--- src/rtl/imem_prefetch_bridge_pkg.sv ---
// Shared word/address definitions for the instruction-fetch prefetch bridge.
// Also classifies what fetch is asking for in a given cycle.
package imem_prefetch_bridge_pkg;

  localparam int          RISCV_ADDR_WIDTH = 32;
  localparam int          RISCV_WORD_WIDTH = 32;
  localparam logic [31:0] RISCV_WORD_INC   = 32'd4;

  typedef enum logic [1:0] {
    FETCH_IDLE,
    FETCH_HIT,
    FETCH_WAIT,
    FETCH_REDIRECT
  } fetch_case_e;

  function automatic logic [RISCV_ADDR_WIDTH-1:0] word_align(input logic [RISCV_ADDR_WIDTH-1:0] a);
    return {a[RISCV_ADDR_WIDTH-1:2], 2'b00};
  endfunction

endpackage

--- src/rtl/imem_resp_fifo.sv ---
// Response FIFO for prefetched instruction words; clear wins over push and pop.
// Head is read combinationally; push and pop in one cycle leave the count unchanged.
module imem_resp_fifo
  import imem_prefetch_bridge_pkg::*;
#(
  parameter int DEPTH = 4,
  localparam int AW   = $clog2(DEPTH)
) (
  input  logic                        clk,
  input  logic                        rst_n,
  input  logic                        clear_i,
  input  logic                        push_i,
  input  logic [RISCV_WORD_WIDTH-1:0] push_data_i,
  input  logic                        pop_i,
  output logic [RISCV_WORD_WIDTH-1:0] head_o,
  output logic [AW:0]                 count_o
);

  logic [RISCV_WORD_WIDTH-1:0] mem_q [DEPTH];
  logic [AW-1:0]               wr_ptr_q, rd_ptr_q;
  logic [AW:0]                 count_q;

  always_ff @(posedge clk or negedge rst_n) begin
    if (!rst_n) begin
      wr_ptr_q <= '0;
      rd_ptr_q <= '0;
      count_q  <= '0;
    end else if (clear_i) begin
      wr_ptr_q <= '0;
      rd_ptr_q <= '0;
      count_q  <= '0;
    end else begin
      if (push_i) wr_ptr_q <= wr_ptr_q + AW'(1);
      if (pop_i)  rd_ptr_q <= rd_ptr_q + AW'(1);
      case ({push_i, pop_i})
        2'b10:   count_q <= count_q + (AW+1)'(1);
        2'b01:   count_q <= count_q - (AW+1)'(1);
        default: count_q <= count_q;
      endcase
    end
  end

  always_ff @(posedge clk) begin
    if (push_i && !clear_i) mem_q[wr_ptr_q] <= push_data_i;
  end

  assign head_o  = mem_q[rd_ptr_q];
  assign count_o = count_q;

endmodule

--- src/rtl/imem_prefetch_bridge.sv ---
// Sequential instruction prefetcher between fetch and a pipelined in-order bus.
// Issue is credit-limited by FIFO space and outstanding requests; redirects flush and discard.
module imem_prefetch_bridge
  import imem_prefetch_bridge_pkg::*;
#(
  parameter int DEPTH           = 4,
  parameter int MAX_OUTSTANDING = 2
) (
  input  logic        clk,
  input  logic        rst_n,
  input  logic        imem_valid_i,
  input  logic [31:0] imem_addr_i,
  output logic        imem_ready_o,
  output logic [31:0] imem_rdata_o,
  output logic        bus_req_o,
  output logic [31:0] bus_addr_o,
  input  logic        bus_gnt_i,
  input  logic        bus_rvalid_i,
  input  logic [31:0] bus_rdata_i
);

  localparam int CW = $clog2(DEPTH) + 1;
  localparam int OW = $clog2(MAX_OUTSTANDING + 1);

  logic          stream_valid_q, stream_valid_d;
  logic [31:0]   stream_addr_q, stream_addr_d;
  logic [31:0]   next_issue_q, next_issue_d;
  logic [OW-1:0] live_cnt_q, live_cnt_d;
  logic [OW-1:0] discard_cnt_q, discard_cnt_d;
  logic          ready_q, ready_d;
  logic [31:0]   rdata_q, rdata_d;

  fetch_case_e   fcase;
  logic          granted, resp_live, resp_drop;
  logic          fifo_clear, fifo_push, fifo_pop;
  logic [31:0]   fifo_head;
  logic [CW-1:0] fifo_count;

  imem_resp_fifo #(.DEPTH(DEPTH)) u_fifo (
    .clk         (clk),
    .rst_n       (rst_n),
    .clear_i     (fifo_clear),
    .push_i      (fifo_push),
    .push_data_i (bus_rdata_i),
    .pop_i       (fifo_pop),
    .head_o      (fifo_head),
    .count_o     (fifo_count)
  );

  assign bus_req_o = stream_valid_q
                  && (32'(fifo_count) + 32'(live_cnt_q) < 32'(DEPTH))
                  && (32'(live_cnt_q) + 32'(discard_cnt_q) < 32'(MAX_OUTSTANDING));
  assign bus_addr_o = next_issue_q;

  always_comb begin
    fcase = FETCH_IDLE;
    if (imem_valid_i) begin
      if (!stream_valid_q || (imem_addr_i[31:2] != stream_addr_q[31:2])) fcase = FETCH_REDIRECT;
      else if (fifo_count != '0)                                          fcase = FETCH_HIT;
      else                                                                fcase = FETCH_WAIT;
    end
  end

  always_comb begin
    granted        = bus_req_o && bus_gnt_i;
    resp_drop      = bus_rvalid_i && (discard_cnt_q != '0);
    resp_live      = bus_rvalid_i && (discard_cnt_q == '0);
    fifo_clear     = (fcase == FETCH_REDIRECT);
    fifo_push      = resp_live && (fcase != FETCH_REDIRECT);
    fifo_pop       = (fcase == FETCH_HIT);
    stream_valid_d = stream_valid_q;
    stream_addr_d  = stream_addr_q;
    next_issue_d   = next_issue_q;
    live_cnt_d     = live_cnt_q;
    discard_cnt_d  = discard_cnt_q;
    ready_d        = (fcase == FETCH_HIT);
    rdata_d        = (fcase == FETCH_HIT) ? fifo_head : rdata_q;
    if (fcase == FETCH_REDIRECT) begin
      stream_valid_d = 1'b1;
      stream_addr_d  = word_align(imem_addr_i);
      next_issue_d   = word_align(imem_addr_i);
      live_cnt_d     = '0;
      // Any response this cycle retires one outstanding request, live or stale.
      discard_cnt_d  = discard_cnt_q + live_cnt_q + OW'(granted) - OW'(bus_rvalid_i);
    end else begin
      if (fcase == FETCH_HIT) stream_addr_d = stream_addr_q + RISCV_WORD_INC;
      if (granted)            next_issue_d  = next_issue_q + RISCV_WORD_INC;
      live_cnt_d    = live_cnt_q + OW'(granted) - OW'(resp_live);
      discard_cnt_d = discard_cnt_q - OW'(resp_drop);
    end
  end

  always_ff @(posedge clk or negedge rst_n) begin
    if (!rst_n) begin
      stream_valid_q <= 1'b0;
      stream_addr_q  <= '0;
      next_issue_q   <= '0;
      live_cnt_q     <= '0;
      discard_cnt_q  <= '0;
      ready_q        <= 1'b0;
      rdata_q        <= '0;
    end else begin
      stream_valid_q <= stream_valid_d;
      stream_addr_q  <= stream_addr_d;
      next_issue_q   <= next_issue_d;
      live_cnt_q     <= live_cnt_d;
      discard_cnt_q  <= discard_cnt_d;
      ready_q        <= ready_d;
      rdata_q        <= rdata_d;
    end
  end

  assign imem_ready_o = ready_q;
  assign imem_rdata_o = rdata_q;

  a_fifo_credit: assert property (@(posedge clk) disable iff (!rst_n)
    32'(fifo_count) + 32'(live_cnt_q) <= 32'(DEPTH));
  a_outstanding: assert property (@(posedge clk) disable iff (!rst_n)
    32'(live_cnt_q) + 32'(discard_cnt_q) <= 32'(MAX_OUTSTANDING));

endmodule

--- config.mk ---
export PLATFORM = sky130hd
export DESIGN_NAME = imem_prefetch_bridge
export DESIGN_NICKNAME = d
export VERILOG_FILES = /design/src/rtl/imem_prefetch_bridge_pkg.sv /design/src/rtl/imem_resp_fifo.sv /design/src/rtl/imem_prefetch_bridge.sv
export SDC_FILE = /design/constraint.sdc
export NUM_CORES = 1
export LEC_CHECK = 0
export CORE_MARGIN = 10
export CORE_UTILIZATION = 60
export CTS_BUF_LIST = sky130_fd_sc_hd__clkbuf_16
export DETAILED_ROUTE_END_ITERATION = 12
export GPL_TIMING_DRIVEN = 1
export PLACE_DENSITY = 0.86
export SYNTH_ARGS = -nofsm -noshare
export SYNTH_HDL_FRONTEND = slang
export SYNTH_SLANG_ARGS = --single-unit
--- constraint.sdc ---
create_clock -name clk -period 5.8 [get_ports clk]
set_input_delay 0.58 -clock clk [delete_from_list [all_inputs] [get_ports clk]]
set_output_delay 0.58 -clock clk [all_outputs]
set_load 0.01 [all_outputs]
==> flow_summary.json <==
{
  "status": "complete, no violations",
  "fin_tns_setup_ns": 0,
  "cp-start-kind": "register",
  "critPathKind": "reg -> reg",
  "async_flop_share_pct": 45.1,
  "path_max_fanout": 7,
  "clk_pin_slew_ns": 0.06,
  "routed_wl_um": 26300,
  "start_util_pct": 60.8,
  "fin_skew_ns": 0.0219,
  "antennaDiodeCount": 0,
  "synth_edf_count": 128,
  "cp_num_cells": 8,
  "post_cts.repair.setup_buffers": 0,
  "cts.sinks": 233,
  "powerDensity_mw_per_mm2": 321,
  "ant_nets": 0,
  "yosysWarnings": 0,
  "slowest_delay_ns": 1.01,
  "grt_pass1_wl_um": 42100,
  "period_share_pct": 61.1,
  "end_kind": "register",
  "clk_latency_ns": 0.52,
  "drive_above_1_share_pct": 13.1,
  "ys_seq_elements": 233,
  "whs_ns": 0.00190,
  "leakage_nw": 4.77,
  "firstDrtPassIters": 5,
  "critical-path-top-delay-family": "simple AND/OR/NAND/NOR gates",
  "die_area_mm2": 0.0231,
  "synth_area_mm2": 0.0104,
  "min_period_ns": 3.55,
  "max_freq_ghz": 0.282,
  "die_h_um": 152,
  "n_fill_cell": 1077,
  "relSlewSlack_pct": 31.9,
  "port_buffers": 130,
  "path_cells": "and2_1, fa_1, nor4_1, nand4_1, nor4_1, nand2_1, xor2_1, o21ai_0",
  "core.rowCount": 48,
  "drc": 0,
  "r2r_start": "live_cnt_q[0]$_DFF_PN0_",
  "coreArea_mm2": 0.0172,
  "vdd_drop_max_mv": 0.364,
  "reg2reg_to": "bus_addr_o[24]$_DFFE_PN0P_",
  "finalSetupViolations": 0,
  "cpMostUsedCell": "nor4_1",
  "rsz0062_at_grt": "false",
  "synthTopCellsByCount": "128 x edfxtp_1, 105 x dfrtp_1, 71 x nand2_1",
  "synth_top_area_cell": "edfxtp_1",
  "avgRoutedWirePerCell_um": 23.0,
  "drtIter0Drc": 600,
  "hold_path_class": "in -> async",
  "worst-path-buf-inv": 0,
  "cp-startpoint": "live_cnt_q[0]$_DFF_PN0_",
  "cts.path.max_buffers": 3,
  "cts_tree": "built",
  "vias": 6995,
  "yosysSeqAreaShare_pct": 62.0,
  "syn_to_final_growth_pct": 22.1,
  "yosysTopAreaCellShare_pct": 36.8,
  "slowest_stage": "nor4_1",
  "stdcell_area_mm2": 0.0127,
  "overflow": 0,
  "r2r_cells": 8,
  "dieWidth_um": 152,
  "syn_area_per_cell_um2": 13.6,
  "place_area_mm2": 0.0120,
  "cts_hold_repair.buffers": 0,
  "place_congestion": 0.931,
  "worstMarginPinSlew_ns": 1.02,
  "max_cap_viol_count": 0,
  "hold_viol": 0,
  "maxSlewViolCount": 0,
  "io_pins": 135,
  "via_per_inst": 6.12,
  "synthTopCellsByArea": "edfxtp_1 37%, dfrtp_1 25%, mux4_2 6.9%",
  "critPathCapture": "bus_addr_o[24]$_DFFE_PN0P_",
  "syn_inst": 767,
  "ys_types": 56,
  "cts_made_buffers": 24,
  "synthMostInstantiatedCell": "edfxtp_1",
  "synth_ff_type": "edfxtp_1",
  "dp_hpwl_um": 17200,
  "fin_nets": 984,
  "grtUsageTotal_pct": 22.4,
  "crit_required_ns": 6.21,
  "grt_max_degree": 78,
  "r2r_setup_slack_ns": 2.25,
  "grt_pass1_vias": 7363,
  "htree_levels": 1,
  "antenna_found_initial": 1,
  "cp.arrival_ns": 3.95,
  "cts_resized": 0,
  "cts_root_buf": "clkbuf_16"
}
logic make-up after synthesis:
kind of cell	Yosys count	share of synthesized area, %
adder cells (fa/ha/maj)	15	2.01
buffers and inverters	50	1.89
XOR/XNOR	67	5.62
multiplexers	71	11.0
AND/OR/NAND/NOR	256	13.0
flip-flops	233	62.0
other	1	0.0359
AO/OA/AOI/OAI	74	4.47
cells in the final DEF, fill, tap and decap left out, drive strengths merged, types with 13 or more instances in the layout:
master,netlist,final
nand2,71,71
dfrtp,105,105
clkdlybuf4s50,0,129
inv,15,20
nand3,51,51
mux4,32,32
o21ai,34,34
xor2,51,51
nand4,20,20
xnor2,16,16
edfxtp,128,128
or3,13,13
nor2,25,25
mux2,32,32
clkbuf,29,26
and3,19,19
nor4,16,16
worst register-to-register path, stage by stage, from the launching register on:
cell     delay (ns)
dfrtp_1        0.43
and2_1         0.19
fa_1           0.43
nor4_1         0.33
nand4_1        0.50
nor4_1         1.01
nand2_1        0.18
xor2_1         0.19
o21ai_0        0.19
area by class of cell:
| class | instances | area, um^2 | share of cell area, % |
|---|---|---|---|
| Tap cell | 225 | 282 | 2.21 |
| Inverter | 16 | 60.1 | 0.471 |
| Timing Repair Buffer | 140 | 1370 | 10.8 |
| Sequential cell | 233 | 6470 | 50.8 |
| Clock inverter | 18 | 121 | 0.952 |
| Clock buffer | 26 | 651 | 5.10 |
| Multi-Input combinational cell | 485 | 3790 | 29.7 |
layer usage:
metal	vias to the layer above	track usage, %	routed length (um)
li1	3150	-	-
met1	3474	29.0	10700
met2	319	37.6	13100
met3	52	4.46	1830
met4	0	6.69	710
met5	-	0	0
registers in the layout, indices dropped and copies added, names as in the netlist:
name and flops:
bus_addr_o 30, discard_cnt_q 2, imem_rdata_o 32, imem_ready_o 1, live_cnt_q 2, stream_addr_q 30, stream_valid_q 1, u_fifo.count_o 3
u_fifo.mem_q 128, u_fifo.rd_ptr_q 2, u_fifo.wr_ptr_q 2
how the worst min path moves through the flow:
stage                                      start                           end  slack, ns  cells past startpoint
global placement    imem_rdata_o[14]$_DFFE_PN0P_  imem_rdata_o[14]$_DFFE_PN0P_       0.49                      1
finish                                     rst_n  imem_rdata_o[20]$_DFFE_PN0P_      0.002                      1
CTS                                        rst_n   imem_rdata_o[2]$_DFFE_PN0P_      0.006                      1
global route                               rst_n  imem_rdata_o[20]$_DFFE_PN0P_       0.02                      1
detailed placement  imem_rdata_o[11]$_DFFE_PN0P_  imem_rdata_o[11]$_DFFE_PN0P_       0.50                      1
floorplan                                  rst_n    bus_addr_o[10]$_DFFE_PN0P_       0.28                      0
power by group:
part	internal [mW]	total, mW	switching, mW
combinational	0.306	0.650	0.344
clock	0.856	1.50	0.642
sequential	1.85	1.94	0.0952
through the flow:
stage	setup slack (ns)	power [mW]	std cells	util (%)
after global placement	2.13	2.60	1099	69.7
after floorplan	2.59	2.35	768	-
after CTS	2.24	4.11	1143	74.2
final	2.25	4.09	1143	74.2
after detailed placement	2.07	2.62	1099	69.7
after global routing	2.05	4.25	1143	74.2
No activity file was read; power rests on OpenSTA's default activity.
